`config.mk`:
```
export PLATFORM = sky130hd
export DESIGN_NAME = seg7_mux_capture
export DESIGN_NICKNAME = d
export VERILOG_FILES = /design/src/rtl/seg7_pkg.sv /design/src/rtl/seg7_decode.sv /design/src/rtl/seg7_mux_capture.sv
export SDC_FILE = /design/constraint.sdc
export NUM_CORES = 1
export LEC_CHECK = 0
export CAP_MARGIN = 0
export CORE_UTILIZATION = 51
export CTS_CLUSTER_SIZE = 20
export DETAILED_ROUTE_END_ITERATION = 12
export GPL_ROUTABILITY_DRIVEN = 0
export PLACE_DENSITY = 0.78
export SETUP_SLACK_MARGIN = 0.4
export SYNTH_ARGS = -nofsm -noshare
export SYNTH_HDL_FRONTEND = slang
export SYNTH_HIERARCHICAL = 1
export SYNTH_SLANG_ARGS = --single-unit
```
`constraint.sdc`:
```
create_clock -name clk -period 2.3 [get_ports clk]
set_input_delay 0.46 -clock clk [delete_from_list [all_inputs] [get_ports clk]]
set_output_delay 0.46 -clock clk [all_outputs]
set_load 0.1 [all_outputs]
```
`src/rtl/seg7_pkg.sv`:
```
`default_nettype none
// ============================================================================
// Module   : seg7_pkg
// Brief    : Segment patterns, anode codes and nibble type for the seg7 blocks
// Revision : 1.0
// ============================================================================
package seg7_pkg;

  typedef logic [3:0] nibble_t;

  // Bit order: [6]=A ... [0]=G, active-high
  localparam logic [6:0] SEG7_HEX_0 = 7'b1111110;
  localparam logic [6:0] SEG7_HEX_1 = 7'b0110000;
  localparam logic [6:0] SEG7_HEX_2 = 7'b1101101;
  localparam logic [6:0] SEG7_HEX_3 = 7'b1111001;
  localparam logic [6:0] SEG7_HEX_4 = 7'b0110011;
  localparam logic [6:0] SEG7_HEX_5 = 7'b1011011;
  localparam logic [6:0] SEG7_HEX_6 = 7'b1011111;
  localparam logic [6:0] SEG7_HEX_7 = 7'b1110000;
  localparam logic [6:0] SEG7_HEX_8 = 7'b1111111;
  localparam logic [6:0] SEG7_HEX_9 = 7'b1111011;
  localparam logic [6:0] SEG7_HEX_A = 7'b1110111;
  localparam logic [6:0] SEG7_HEX_B = 7'b0011111;
  localparam logic [6:0] SEG7_HEX_C = 7'b1001110;
  localparam logic [6:0] SEG7_HEX_D = 7'b0111101;
  localparam logic [6:0] SEG7_HEX_E = 7'b1001111;
  localparam logic [6:0] SEG7_HEX_F = 7'b1000111;
  localparam logic [6:0] SEG7_BLANK = 7'b0000000;

  localparam logic [3:0] AN_DIG0 = 4'b1110;
  localparam logic [3:0] AN_DIG1 = 4'b1101;
  localparam logic [3:0] AN_DIG2 = 4'b1011;
  localparam logic [3:0] AN_DIG3 = 4'b0111;
  localparam logic [3:0] AN_NONE = 4'b1111;

endpackage
`default_nettype wire

```
`src/rtl/seg7_decode.sv`:
```
`default_nettype none
// ============================================================================
// Module   : seg7_decode
// Brief    : Combinational seven-segment pattern to hex nibble decoder
// Revision : 1.0
// ============================================================================
module seg7_decode
  import seg7_pkg::*;
(
  input  logic [6:0] pattern,
  output nibble_t    nibble,
  output logic       hit
);

  always_comb begin
    nibble = 4'h0;
    hit    = 1'b1;
    case (pattern)
      SEG7_HEX_0: nibble = 4'h0;
      SEG7_HEX_1: nibble = 4'h1;
      SEG7_HEX_2: nibble = 4'h2;
      SEG7_HEX_3: nibble = 4'h3;
      SEG7_HEX_4: nibble = 4'h4;
      SEG7_HEX_5: nibble = 4'h5;
      SEG7_HEX_6: nibble = 4'h6;
      SEG7_HEX_7: nibble = 4'h7;
      SEG7_HEX_8: nibble = 4'h8;
      SEG7_HEX_9: nibble = 4'h9;
      SEG7_HEX_A: nibble = 4'hA;
      SEG7_HEX_B: nibble = 4'hB;
      SEG7_HEX_C: nibble = 4'hC;
      SEG7_HEX_D: nibble = 4'hD;
      SEG7_HEX_E: nibble = 4'hE;
      SEG7_HEX_F: nibble = 4'hF;
      default:    hit    = 1'b0;
    endcase
  end

endmodule
`default_nettype wire

```
`src/rtl/seg7_mux_capture.sv`:
```
`default_nettype none
// ============================================================================
// Module   : seg7_mux_capture
// Brief    : Recovers a 16-bit hex value from a multiplexed 4-digit 7-seg bus.
//            Define SEG7_ACTIVE_LOW_EN for boards with active-low segments.
// Revision : 1.0
// ============================================================================
module seg7_mux_capture
  import seg7_pkg::*;
#(
  parameter int unsigned STABLE_CYCLES = 1
) (
  input  logic        clk,
  input  logic        rst,
  input  logic [6:0]  seg,
  input  logic [3:0]  anodes,
  output logic [15:0] value,
  output logic        value_valid,
  output logic        seg_err,
  output logic        anode_err
);

  localparam logic [3:0] c_stable = 4'(STABLE_CYCLES);

  logic [6:0]     r_s_seg;
  logic [3:0]     r_s_an;
  logic [6:0]     r_p_seg;
  logic [3:0]     r_p_an;
  logic [3:0]     r_cnt;
  logic [3:0]     r_seen;
  nibble_t [3:0]  r_shadow;
  logic [15:0]    r_value;
  logic           r_value_valid;
  logic           r_seg_err;
  logic           r_anode_err;

  logic           w_same;
  logic [3:0]     w_cnt_next;
  logic           w_accept;
  logic [6:0]     w_seg;
  logic           w_an_blank;
  logic           w_an_onehot;
  logic [1:0]     w_idx;
  nibble_t        w_nib;
  logic           w_hit;
  logic [3:0]     w_seen_upd;
  nibble_t [3:0]  w_frame;

  // Comparison always uses the raw sample so both polarities time identically
`ifdef SEG7_ACTIVE_LOW_EN
  assign w_seg = ~r_s_seg;
`else
  assign w_seg = r_s_seg;
`endif

  assign w_same     = (r_s_seg == r_p_seg) && (r_s_an == r_p_an);
  assign w_cnt_next = !w_same ? 4'd1 :
                      (r_cnt >= c_stable) ? c_stable : r_cnt + 4'd1;
  // Fires once per run: the saturated, unchanged case is suppressed
  assign w_accept   = (w_cnt_next == c_stable) && !(w_same && (r_cnt == c_stable));
  assign w_an_blank = (r_s_an == AN_NONE);

  always_comb begin
    w_an_onehot = 1'b1;
    w_idx       = 2'd0;
    case (r_s_an)
      AN_DIG0: w_idx = 2'd0;
      AN_DIG1: w_idx = 2'd1;
      AN_DIG2: w_idx = 2'd2;
      AN_DIG3: w_idx = 2'd3;
      default: w_an_onehot = 1'b0;
    endcase
  end

  seg7_decode u_decode (
    .pattern (w_seg),
    .nibble  (w_nib),
    .hit     (w_hit)
  );

  always_comb begin
    w_frame        = r_shadow;
    w_frame[w_idx] = w_nib;
  end

  assign w_seen_upd = r_seen | (4'b0001 << w_idx);

  always_ff @(posedge clk) begin
    if (rst) begin
      r_s_seg       <= 7'd0;
      r_s_an        <= AN_NONE;
      r_p_seg       <= 7'd0;
      r_p_an        <= AN_NONE;
      r_cnt         <= 4'd0;
      r_seen        <= 4'd0;
      r_shadow      <= '0;
      r_value       <= 16'h0000;
      r_value_valid <= 1'b0;
      r_seg_err     <= 1'b0;
      r_anode_err   <= 1'b0;
    end else begin
      r_s_seg       <= seg;
      r_s_an        <= anodes;
      r_p_seg       <= r_s_seg;
      r_p_an        <= r_s_an;
      r_cnt         <= w_cnt_next;
      r_value_valid <= 1'b0;
      r_seg_err     <= 1'b0;
      r_anode_err   <= 1'b0;
      if (w_accept && !w_an_blank) begin
        if (!w_an_onehot) begin
          r_anode_err <= 1'b1;
        end else if (!w_hit) begin
          r_seg_err <= 1'b1;
        end else begin
          r_shadow[w_idx] <= w_nib;
          if (w_seen_upd == 4'hF) begin
            r_value       <= w_frame;
            r_value_valid <= 1'b1;
            r_seen        <= 4'd0;
          end else begin
            r_seen <= w_seen_upd;
          end
        end
      end
    end
  end

  assign value       = r_value;
  assign value_valid = r_value_valid;
  assign seg_err     = r_seg_err;
  assign anode_err   = r_anode_err;

endmodule
`default_nettype wire

```
Word-level counts from Yosys, hierarchy flattened
Cells that the tools add are included.
{"block": "totals", "reg_bits": 65, "input_bits": 13, "out_inout_bits": 19, "elab_cells": 76}
{"block": "classes", "addsub": 1, "order_cmp": 3, "eq_ne": 26, "n_shift": 1, "n_mux": 13, "n_bitwise": 4, "n_reduce_logical": 14}
{"op": "$eq 7x7->1 const B", "n": 12}
{"op": "$pmux 4 s15", "n": 1}
{"op": "$eq 7x6->1 const B", "n": 3}
{"op": "$eq 4x4->1 const B", "n": 5}
{"op": "$bwmux 16", "n": 1}
{"op": "$mux 4", "n": 4}
{"op": "$reduce_or 16->1", "n": 1}
{"op": "$demux 4 s2", "n": 1}
{"op": "$eq 4x1->1 const B", "n": 2}
{"op": "$reduce_or 4->1", "n": 2}
{"op": "$eq 7x5->1 const B", "n": 1}
{"op": "$eq 7x7->1", "n": 1}
{"op": "$pmux 2 s3", "n": 1}
{"op": "$logic_and 1x1->1", "n": 5}
{"op": "$mux 1", "n": 5}
{"op": "$add 4x1->4 const B", "n": 1}
{"op": "$eq 4x3->1 const B", "n": 1}
{"op": "$eq 4x4->1", "n": 1}
{"op": "$ge 4x1->1 const B", "n": 1}
{"op": "$or 4x4->4", "n": 1}
{"op": "$reduce_and 4->1", "n": 1}
{"op": "$shl 1x2->4 const A", "n": 1}
{"op": "$lt 2x3->1 const B", "n": 1}
{"op": "$not 1->1", "n": 3}
{"op": "5 further kinds", "n": 6}

Longest topological paths before layout
{"block": "logic_depth", "ltp_word": 8, "mapped_depth": 10, "depth_no_buf": 7}

Cells and area by module
Netlist, hierarchy kept.
{"module": "seg7_mux_capture", "n_inst": 1, "cells_per_inst": 272, "area_each_um2": 2727.6, "seq_area_each_um2": 1301.2}
{"module": "seg7_decode", "n_inst": 1, "cells_per_inst": 58, "area_each_um2": 374.1, "seq_area_each_um2": 0.0}

Worst setup path after synthesis
Ideal clock, no wire load.
{"block": "synth_timing", "kind": "register to register", "from": "register r_s_seg[4]", "to": "register r_value[0] (netlist: value[0])", "setup_ps": 95, "t_arrival_ps": 2236, "required_ps": 2205, "path_slack_ps": -31, "stages_incl_launch_ff": 9, "n_path_buf": 2, "synth_period_minus_slack_ps": 2331, "cell_sequence": "dfxtp_1 -> buf_6 -> or4b_1 -> o221a_1 -> nand4_1 -> o41a_1 -> clkbuf_1 -> nand3_1 -> a221oi_1"}
{"block": "synth_via", "elab_cells_between_ends": 29, "classes_between": "eq/ne (18); mux (4); reduce/logical (7)"}
{"element": "start, declared", "line": "seg7_mux_capture.sv:25", "rtl": "logic [6:0] r_s_seg;"}
{"element": "start signal, assigned", "line": "seg7_mux_capture.sv:102", "rtl": "r_s_seg <= seg;"}
{"element": "$eq 7x7->1 (tied with other cells)", "line": "seg7_decode.sv:18", "rtl": "case (pattern)"}
{"element": "$reduce_or 16->1 (no source line) *"}
{"element": "$mux 1 *", "line": "seg7_decode.sv:18"}
{"element": "via w_hit", "line": "seg7_mux_capture.sv:45", "rtl": "logic w_hit;"}
{"element": "$reduce_and 4->1 (no source line) *"}
{"element": "end signal, assigned", "line": "seg7_mux_capture.sv:118", "rtl": "r_value <= w_frame;"}
{"element": "end, declared", "line": "seg7_mux_capture.sv:32", "rtl": "logic [15:0] r_value;"}
The timed path passes the listed nets; every way through them passes the cells marked *.
A chain may end at the register's enable or synchronous reset.

Final worst setup path
{"block": "layout_timing", "from": "register r_s_seg[3]", "to": "register r_value[0] (netlist: value[0])"}
Same word-level chain as after synthesis.

==> run summary <==
Following the worst setup path forward leads to its endpoint at value[0]$_SDFFE_PP0P_. The tools report the normalized max-slew margin as 0.608. Static timing analysis puts the maximum clock frequency at 429 MHz. The wire length the detailed router placed on met1 is 3530 um. The critical path required time is 2560 ps. For this run the aggregate overflow at the end of global routing stands at 0. The tools report the critical path endpoint category as a flip-flop.

The sequential element share of the synthesized area came out at 0.420. The run gives 0.527 as the effective utilization at floorplan. In the routed layout, each cell is associated on average with a via count of 5.89. In the final design database the tool counted 407 nets. Max-cap violations in this run came to 0. The uppermost layer routed is met4. Relative to the synthesized area, the layout overhead comes to 36.8%.

The tree is rooted in a sky130_fd_sc_hd__clkbuf_8. For this run, design rule violations remaining after detail routing come to 0. For the final database, setup skew stands at 11.3 ps. For the global routing usage summed across all routing layers, the log shows 0.263. In the layout the commonest cells are sky130_fd_sc_hd__dfxtp_1, sky130_fd_sc_hd__buf_4, sky130_fd_sc_hd__mux2i_1. Of all nets on the critical path, the largest fanout is 5. The half-perimeter wire length after detailed placement came out at 4950 um. The share of async-settable or async-resettable flops after synthesis is 0. Setup violations remaining at the end of the flow were counted as 4.

The routed length per instance was 17.0 um. The number of buffers between clock root and the deepest sink is 2. After clock tree synthesis, the clock-pin slew on the worst setup and hold paths is 70 ps. The post-synthesis instance total was 330.

In this run the critical register-to-register path is launched from r_s_seg[3]$_SDFF_PP0_. The start-to-end type of the worst setup path was flip-flop to flip-flop. The die footprint is 6400 sq um. TritonCTS built the clock tree. The most common cell after layout, fill and taps aside is sky130_fd_sc_hd__dfxtp_1. Detailed routing placed a total of 3820 um of wire on met2. TritonCTS created 9 clock buffers. VDD sags by at most 0.000413 V. The run gives 12,600 um as the first-pass GRT wire length. At the worst endpoint, the arrival time is 2590 ps. For this block, the via count after detailed routing is 2,772. Number of flops mapped to enable cells by yosys: 0. The share of layout cells above drive strength 1 is 0.424, and the number of clock sinks is 65. The pre-antenna-repair detailed-routing pass consisted of 5 iterations. The initial antenna violation count is 0. Yosys printed 6 warnings. When the netlist entered floorplanning its net count stood at 346. In this run the static leakage power is 1.61 nW. The number of antenna diodes in the final layout is 0.

The cell count of the worst reg-to-reg path is 8. Number of pins exceeding their max-slew limit in the final report: 0. The horizontal die dimension was 80.0 um; the power consumption was 0.00245 W. Among all flip-flop cells after synthesis, the most frequent one is sky130_fd_sc_hd__dfxtp_1. The total power divided by cell area came out at 578 nW/um^2. The flow ran to the end, but the final reports show violations. Violation count after the first detailed-routing iteration: 152.

For the core region area, the log shows 5890 sq um. The minimum setup slack among reg-to-reg paths was -30 ps; the mean instance size in the synthesized netlist was 9.40 sq um. 32 I/O pins were placed.

Setup repair after global routing could not meet its margin everywhere. The number of buffer cells added on primary ports came out at 31. The routed design could run at a clock period as short as 2330 ps. The depth of the worst hold-timing path came out at 1. In this run the critical register-to-register path is captured at value[0]$_SDFFE_PP0P_. The class of the tightest hold or removal check is flip-flop to flip-flop.

For the pin with the worst max-slew slack, the measured transition is 587 ps. STA classifies the critical path startpoint as a flip-flop. The netlist uses 56 different library cells.

The wire length on met3 is 497 um. After detailed routing, the total wire length is 8010 um. The tools report the row count as 28.

The die is 80.0 um tall. Summing every instance area after synthesis gives 3100 sq um. The number of global-route vias before repair came out at 2,563.

The final-report hold violation count was 0; the largest net degree at the start of global routing was 48. The final reports fail on negative setup slack. The tools report the clock latency on the worst-skew pair as 350 ps. The share of the clock period used by the worst path after layout works out to 1.01. The worst setup margin is -29.7 ps. The most critical setup path has its startpoint at r_s_seg[3]$_SDFF_PP0_. The logs give 3 for the deepest level of the CTS H-tree and 0 for the antenna violation net count after detailed routing.

Synthesis inferred 65 register bits. Hold timing on the final database bottoms out at a slack of 469 ps.
-- where the power goes --
group	switching, W	total (W)	internal [W]
combinational	0.000174	0.000304	0.000130
clock	0.000457	0.000983	0.000526
sequential	0.0000168	0.00116	0.00115
-- stage by stage --
| step | util | cell area, sq um | setup slack [ps] | instances | setup TNS [ps] |
|---|---|---|---|---|---|
| floorplan | - | 3240 | 141 | 330 | 0 |
| global placement | 0.624 | 3670 | 56.0 | 437 | 0 |
| detailed placement | 0.624 | 3670 | -32.6 | 437 | -32.6 |
| CTS | 0.705 | 4150 | 26.4 | 465 | 0 |
| global route | 0.721 | 4240 | -100 | 471 | -834 |
| finish | 0.721 | 4240 | -29.7 | 471 | -67.2 |
-- cell usage after synthesis, types with 2 or more instances --
master | instances | area, sq um
sky130_fd_sc_hd__buf_2 | 11 | 55.1
sky130_fd_sc_hd__a31o_2 | 12 | 105
sky130_fd_sc_hd__nor2_1 | 4 | 15.0
sky130_fd_sc_hd__clkbuf_1 | 13 | 48.8
sky130_fd_sc_hd__ha_1 | 3 | 37.5
sky130_fd_sc_hd__and3_1 | 3 | 18.8
sky130_fd_sc_hd__and2_1 | 3 | 18.8
sky130_fd_sc_hd__nand3b_1 | 2 | 15.0
sky130_fd_sc_hd__nor4_1 | 3 | 18.8
sky130_fd_sc_hd__and4b_1 | 3 | 30.0
sky130_fd_sc_hd__a211oi_1 | 5 | 37.5
sky130_fd_sc_hd__a31oi_1 | 12 | 75.1
sky130_fd_sc_hd__nor4bb_1 | 3 | 30.0
sky130_fd_sc_hd__xnor2_1 | 2 | 17.5
sky130_fd_sc_hd__xor2_1 | 11 | 96.3
sky130_fd_sc_hd__a221oi_1 | 4 | 35.0
sky130_fd_sc_hd__nand2b_1 | 2 | 12.5
sky130_fd_sc_hd__nor3_1 | 15 | 75.1
sky130_fd_sc_hd__o21ai_0 | 2 | 10.0
sky130_fd_sc_hd__nor2b_1 | 15 | 93.8
sky130_fd_sc_hd__a211oi_2 | 7 | 87.6
sky130_fd_sc_hd__nor4b_1 | 2 | 17.5
sky130_fd_sc_hd__nand2_1 | 19 | 71.3
sky130_fd_sc_hd__o22ai_1 | 3 | 18.8
sky130_fd_sc_hd__buf_6 | 3 | 33.8
sky130_fd_sc_hd__inv_1 | 13 | 48.8
sky130_fd_sc_hd__nand4_1 | 5 | 31.3
sky130_fd_sc_hd__or2_2 | 10 | 62.6
sky130_fd_sc_hd__mux2i_1 | 17 | 170
sky130_fd_sc_hd__o211ai_1 | 4 | 30.0
sky130_fd_sc_hd__nand3_1 | 10 | 50.1
sky130_fd_sc_hd__nor3_2 | 3 | 30.0
sky130_fd_sc_hd__a21oi_1 | 15 | 75.1
sky130_fd_sc_hd__nand4b_1 | 3 | 26.3
sky130_fd_sc_hd__or4_1 | 2 | 15.0
sky130_fd_sc_hd__dfxtp_1 | 65 | 1300
sky130_fd_sc_hd__o41a_1 | 2 | 22.5
-- state kept, by name, indices dropped and copies added, names as in the netlist --
signal / count
value_valid: 1
r_shadow: 16
r_s_an: 4
value: 16
r_p_seg: 7
r_seen: 4
r_s_seg: 7
r_cnt: 4
r_p_an: 4
anode_err: 1
seg_err: 1
-- routing by layer --
| metal | vias to the layer above | GRT usage |
|---|---|---|
| li1 | 1333 | - |
| met1 | 1313 | 0.346 |
| met2 | 106 | 0.413 |
| met3 | 20 | 0.0640 |
| met4 | 0 | 0.100 |
| met5 | - | 0 |
-- layout make-up --
cell class / count / area (sq um)
flip-flops and latches: 65 / 1320
well taps: 75 / 93.8
fillers: 418 / 1640
multi-input cells: 224 / 1910
clock inverters: 5 / 55.1
inverters: 13 / 48.8
clock buffers: 11 / 141
repair buffers: 78 / 678
-- critical path, cell delays in order (launching register included) --
cell                       delay [ps]
sky130_fd_sc_hd__dfxtp_2          340
sky130_fd_sc_hd__buf_12           120
sky130_fd_sc_hd__or4b_4           490
sky130_fd_sc_hd__o221a_1          240
sky130_fd_sc_hd__nand4_1          130
sky130_fd_sc_hd__o41a_1           330
sky130_fd_sc_hd__buf_6            170
sky130_fd_sc_hd__nand3_4          100
sky130_fd_sc_hd__a221oi_2         310
-- logic make-up after synthesis --
logic type / share of synthesized area
xor gates and xnor gates: 0.0367
other: 0.00121
and+or+nand+nor: 0.227
muxes: 0.0549
buffers and inverters: 0.0613
AOI/OAI and AO/OA: 0.184
adders and majority gates: 0.0153
DFF: 0.420
-- worst min-delay path by stage --
stage          slack [ps]                       end                startpoint
2_1_floorplan         430  r_shadow[3]$_SDFFE_PP0P_  r_shadow[3]$_SDFFE_PP0P_
3_3_place_gp          450  r_shadow[0]$_SDFFE_PP0P_  r_shadow[0]$_SDFFE_PP0P_
3_5_place_dp          460     value[3]$_SDFFE_PP0P_     value[3]$_SDFFE_PP0P_
4_1_cts               470  r_shadow[3]$_SDFFE_PP0P_  r_shadow[3]$_SDFFE_PP0P_
5_1_grt               490       r_cnt[0]$_SDFF_PP0_       r_cnt[0]$_SDFF_PP0_
6_report              470       r_cnt[0]$_SDFF_PP0_       r_cnt[0]$_SDFF_PP0_
-- timing repair --
action,4_1_cts,5_1_grt
resized for setup,41,12
setup endpoints to repair,37,39
pin swaps,23,4
hold buffers,0,0
gates cloned,2,0
setup buffers,10,6
No activity file was read; power rests on OpenSTA's default activity.
